File: src/rtl/rr_arb_enc_pkg.sv
// rr_arb_enc_pkg: shared definitions for the round-robin arbiter.
//   - arb_state_t      : arbiter state encoding (ARB_IDLE / ARB_GRANT)
//   - DEFAULT_MAX_HOLD : default forced-release limit (used with ARB_TIMEOUT_EN)
//   - clog2()          : ceiling log2 for elaboration-time widths
package rr_arb_enc_pkg;

    typedef enum logic {
        ARB_IDLE  = 1'b0,
        ARB_GRANT = 1'b1
    } arb_state_t;

    localparam int unsigned DEFAULT_MAX_HOLD = 255;

    // Ceiling log2; clog2(1) = 0.
    function automatic int unsigned clog2(input int unsigned v);
        int unsigned r;
        r = 0;
        while ((32'd1 << r) < v) begin
            r = r + 1;
        end
        return r;
    endfunction

endpackage

File: src/rtl/rr_pick.sv
// rr_pick: combinational rotating priority encoder.
// Scans req starting at bit ptr, ascending, wrapping from N-1 to 0; first set bit wins.
// Ports:
//   req        in  N     request vector
//   ptr        in  IDXW  highest-priority position (must be < N)
//   any        out 1     at least one request present
//   win_onehot out N     one-hot winner, zero when any=0
//   win_idx    out IDXW  binary winner index, zero when any=0
module rr_pick
    import rr_arb_enc_pkg::*;
#(
    parameter int unsigned N    = 16,
    parameter int unsigned IDXW = clog2(N)
) (
    input  logic [N-1:0]    req,
    input  logic [IDXW-1:0] ptr,
    output logic            any,
    output logic [N-1:0]    win_onehot,
    output logic [IDXW-1:0] win_idx
);

    int unsigned     pos;
    logic [IDXW-1:0] pos_idx;

    always_comb begin
        any        = 1'b0;
        win_onehot = '0;
        win_idx    = '0;
        pos        = 0;
        pos_idx    = '0;
        for (int i = 0; i < int'(N); i++) begin
            // Position i steps after ptr, folded back into 0..N-1.
            pos = 32'(ptr) + 32'(i);
            if (pos >= N) begin
                pos = pos - N;
            end
            pos_idx = IDXW'(pos);
            if (!any && req[pos_idx]) begin
                any                 = 1'b1;
                win_onehot[pos_idx] = 1'b1;
                win_idx             = pos_idx;
            end
        end
    end

endmodule

File: src/rtl/rr_arb_enc.sv
// rr_arb_enc: round-robin arbiter with registered one-hot and encoded grant.
// A grant is held until done; on release priority rotates to the requester after
// the last owner and a new winner is taken in the same cycle (no bubble).
// Optional macro ARB_TIMEOUT_EN: force-release a grant held for MAX_HOLD cycles and
// pulse timeout; without it timeout is tied to 0.
// Ports:
//   clk        in  1     system clock, rising edge
//   reset      in  1     asynchronous active-high reset
//   req        in  N     request vector
//   done       in  1     owner's completion pulse, releases the grant
//   gnt_valid  out 1     a grant is held
//   gnt_onehot out N     registered one-hot grant, zero when idle
//   gnt_idx    out IDXW  registered grant index, zero when idle
//   timeout    out 1     one-cycle pulse on forced release
module rr_arb_enc
    import rr_arb_enc_pkg::*;
#(
    parameter int unsigned N        = 16,
    parameter int unsigned IDXW     = clog2(N),
    parameter int unsigned MAX_HOLD = DEFAULT_MAX_HOLD
) (
    input  logic            clk,
    input  logic            reset,
    input  logic [N-1:0]    req,
    input  logic            done,
    output logic            gnt_valid,
    output logic [N-1:0]    gnt_onehot,
    output logic [IDXW-1:0] gnt_idx,
    output logic            timeout
);

    arb_state_t      state_q;
    logic [IDXW-1:0] ptr_q;
    logic [IDXW-1:0] rel_ptr;
    logic [IDXW-1:0] pick_ptr;
    logic            force_rel;
    logic            release_now;
    logic            pick_any;
    logic [N-1:0]    pick_onehot;
    logic [IDXW-1:0] pick_idx;

    assign release_now = (state_q == ARB_GRANT) && (done || force_rel);
    assign rel_ptr     = (gnt_idx == IDXW'(N - 1)) ? '0 : gnt_idx + 1'b1;
    // On release the next pick already uses the rotated pointer.
    assign pick_ptr    = release_now ? rel_ptr : ptr_q;

    rr_pick #(
        .N    (N),
        .IDXW (IDXW)
    ) u_pick (
        .req        (req),
        .ptr        (pick_ptr),
        .any        (pick_any),
        .win_onehot (pick_onehot),
        .win_idx    (pick_idx)
    );

    always_ff @(posedge clk or posedge reset) begin
        if (reset) begin
            state_q    <= ARB_IDLE;
            ptr_q      <= '0;
            gnt_valid  <= 1'b0;
            gnt_onehot <= '0;
            gnt_idx    <= '0;
        end else begin
            if (release_now) begin
                ptr_q <= rel_ptr;
            end
            if ((state_q == ARB_IDLE) || release_now) begin
                if (pick_any) begin
                    state_q    <= ARB_GRANT;
                    gnt_valid  <= 1'b1;
                    gnt_onehot <= pick_onehot;
                    gnt_idx    <= pick_idx;
                end else begin
                    state_q    <= ARB_IDLE;
                    gnt_valid  <= 1'b0;
                    gnt_onehot <= '0;
                    gnt_idx    <= '0;
                end
            end
        end
    end

`ifdef ARB_TIMEOUT_EN
    localparam int unsigned HOLDW = clog2(MAX_HOLD + 1);

    logic [HOLDW-1:0] hold_cnt;
    logic             new_grant;

    assign new_grant = pick_any && ((state_q == ARB_IDLE) || release_now);
    // Hit one count early so the last held cycle is cycle MAX_HOLD of the grant.
    assign force_rel = (state_q == ARB_GRANT) && (hold_cnt == HOLDW'(MAX_HOLD - 1));

    always_ff @(posedge clk or posedge reset) begin
        if (reset) begin
            hold_cnt <= '0;
            timeout  <= 1'b0;
        end else begin
            timeout <= force_rel;
            if (new_grant) begin
                hold_cnt <= '0;
            end else if ((state_q == ARB_GRANT) && !done) begin
                hold_cnt <= hold_cnt + 1'b1;
            end
        end
    end
`else
    logic unused_max_hold;

    assign force_rel       = 1'b0;
    assign timeout         = 1'b0;
    assign unused_max_hold = ^MAX_HOLD;
`endif

endmodule

File: config.mk
export PLATFORM = sky130hd
export DESIGN_NAME = rr_arb_enc
export DESIGN_NICKNAME = d
export VERILOG_FILES = /design/src/rtl/rr_arb_enc_pkg.sv /design/src/rtl/rr_pick.sv /design/src/rtl/rr_arb_enc.sv
export SDC_FILE = /design/constraint.sdc
export NUM_CORES = 1
export LEC_CHECK = 0
export ABC_CLOCK_PERIOD_IN_PS = 14200
export CORE_ASPECT_RATIO = 1.25
export CORE_MARGIN = 8
export CORE_UTILIZATION = 25
export CTS_CLUSTER_SIZE = 24
export DETAILED_ROUTE_END_ITERATION = 16
export PLACE_DENSITY = 0.43
export SLEW_MARGIN = 20
export SYNTH_ARGS = -nofsm -noshare
export SYNTH_HDL_FRONTEND = slang
export SYNTH_SLANG_ARGS = --single-unit
File: constraint.sdc
create_clock -name clk -period 14.2 [get_ports clk]
set_input_delay 2.84 -clock clk [delete_from_list [all_inputs] [get_ports clk]]
set_output_delay 2.84 -clock clk [all_outputs]
set_load 0.01 [all_outputs]
==> impl_results.md <==
* Share of cells above drive strength 1 at 0.108
* CTS tree: done
* Final Hold Fails at 0
* Detailed Route WL at 37200 um
* Final GP Congestion at 1.04
* Top-count cell post-synth: nand2_1
* Syn nets at 817
* CTS Buffer Depth at 2
* Max Freq at 105 MHz
* Commonest cells in the netlist: 113 x nand2_1, 72 x nor2_1, 53 x nand3_1, 33 x nor3_1, 29 x o21ai_0
* Area growth syn-to-layout at 14.3%
* Slew Limit Fails at 0
* DR pass1 iterations at 6
* Die Y at 183 um
* Initial core utilization at 0.253
* Setup Fix Bufs, Post-CTS at 0
* Routed vias at 7534
* Inserted Diodes at 0
* CP Max Fanout at 19
* Crit start category: primary input
* Cell Count, Final, Fillers Out at 1082
* # hold bufs at CTS at 0
* Synth area leaders: dfrtp_1 11%, nand2_1 7.6%, mux2i_1 5.0%
* Post-synth top area share at 0.112
* Die X at 150 um
* Max-cap violations at 0
* Register area at 626 um2
* Initial antenna violation count at 0
* Port bufs at 39
* Clock latency on the worst-skew pair at 0.27 ns
* Register bit total from synthesis at 25
* Number of H-tree levels at 1
* Post-DR wirelength/cell at 34.4 um
* Setup violations, final at 0
* Asr flop ratio synth at 1.00
* Yosys warnings at 0
* Cell area after synthesis at 0.00558 mm2
* # fillers at 2481
* Final critical-path required period at 9.52 ns
* Largest net degree at the start of global routing at 33
* Synth cell types at 84
* Tcrit/Tclk final at 0.670
* Sequential area share after synthesis at 0.112
* TNS Setup at 0 ns
* Place WS at 4.32 ns
* Drt initial violations at 1049
* Crit Path Category: primary input to flop
* Remaining antenna violation count at 0
* Crit path setup slack, layout at 4.68 ns
* Crit path required time at 14.38 ns
* Clk slew on worst S/H paths at 0.06 ns
* GR Overflow Total at 0
* Setup Skew at 0.00344 ns
* Rel. slew slack at 0.214
* Post-Place Cells at 1078
* EDFF count, synth at 0
* Worst-margin pin slew at 1.17 ns
* Post-synth top area cell: dfrtp_1
* Clock sinks at 25
* Critical Path End Type: flop
* Layout Nets at 830
* Number of global-route vias before repair at 7239
* DPL Wire Length at 26800 um
* Row count at 61
* CTS resizes at 0
* Die ar. at 0.0274 mm2
* Post-Synthesis Cells at 787
* Num ports at 41
* Arr. time, crit path at 9.69 ns
* # DRC at 0
* Hold Path Class: flop to flop
* DR vias/cell at 6.96
* Syn avg cell area at 7.09 um2
* Prevailing post-synth register cell: dfrtp_1
* Run status: finished, final reports clean
* Tot GR Track Use at 0.264
* RSZ-0062 raised after global routing: false
* Num CTS Buffers at 3
* First-pass GRT wire length at 53000 um
* Core ar. at 0.0221 mm2
* Multi-input gate area at 0.00471 mm2
* Root Buffer: clkbuf_16
[metal layers]
layer,track usage,share of wire
met1,0.323,0.37
met4,0.145,0.069
met3,0.0572,0.10
met5,0,0
met2,0.421,0.45
[state kept, by name (all words and copies together), names as in the netlist]
register / count
gnt_idx: 4
gnt_onehot: 16
state_q: 1
ptr_q: 4
[stage by stage]
step           area (um2)  hold slack (ns)  utilization
4_1_cts              6370            0.508        0.289
2_1_floorplan        5580            0.523            -
5_1_grt              6380            0.543        0.289
6_report             6380            0.497        0.289
3_5_place_dp         6290            0.492        0.285
3_3_place_gp         6290            0.483        0.285
[cell usage in the layout, fill, tap and decap left out, drive strengths merged, types with 10 or more instances in the layout]
cell type,count
nor3,38
ha,11
dfrtp,25
xnor2,13
a22oi,22
nor2,72
a211oi,18
a221oi,13
nand3,55
and2,16
mux2i,28
a32oi,18
inv,14
nor4,13
a21oi,23
buf,23
and3,11
mux4,11
nand2,114
clkdlybuf4s50,39
o211ai,19
nand4,14
a31oi,13
o21ai,37
o22ai,10
mux2,15
[logic make-up after synthesis]
logic type,synth area share
compound gates,0.324
xor+xnor,0.0204
buf+inv,0.0531
flops,0.112
other cells,0.000672
simple gates,0.339
fa+ha+maj,0.0247
mux,0.126
[worst paths after layout]
kind | endpoint | start | cells after the start | slack [ns]
setup / recovery | gnt_onehot[11] | done | 14 | 4.68
hold / removal | gnt_onehot[10] | gnt_onehot[10] | 2 | 0.50
setup reg to reg | gnt_onehot[11] | gnt_idx[0] | 14 | 7.35
hold reg to reg | gnt_onehot[10] | gnt_onehot[10] | 2 | 0.50
max in group asynchronous | gnt_idx[3] | reset | 2 | 10.87
min in group asynchronous | gnt_onehot[4] | reset | 2 | 2.94
[cell type report]
cell class / instances / share of cell area
Sequential cell: 25 / 0.0980
Tap cell: 283 / 0.0555
Clock buffer: 3 / 0.0118
Inverter: 14 / 0.00823
Clock inverter: 1 / 0.000784
Timing Repair Buffer: 62 / 0.0882
Multi-Input combinational cell: 694 / 0.738
[critical path, cell delays in order]
cell	delay, ns
clkdlybuf4s50_1	0.87
nand2_1	0.28
a311o_1	0.45
nand2_2	0.50
inv_2	0.43
xnor2_1	1.02
mux4_2	0.55
nor4_4	0.45
nand3_4	0.31
nor2_1	0.43
nand2_1	0.21
o21ai_0	0.97
nand2_1	0.14
a32oi_1	0.23
Power is not shown: default switching activity piles up to over one toggle a cycle in this logic, so the estimate is an artifact.
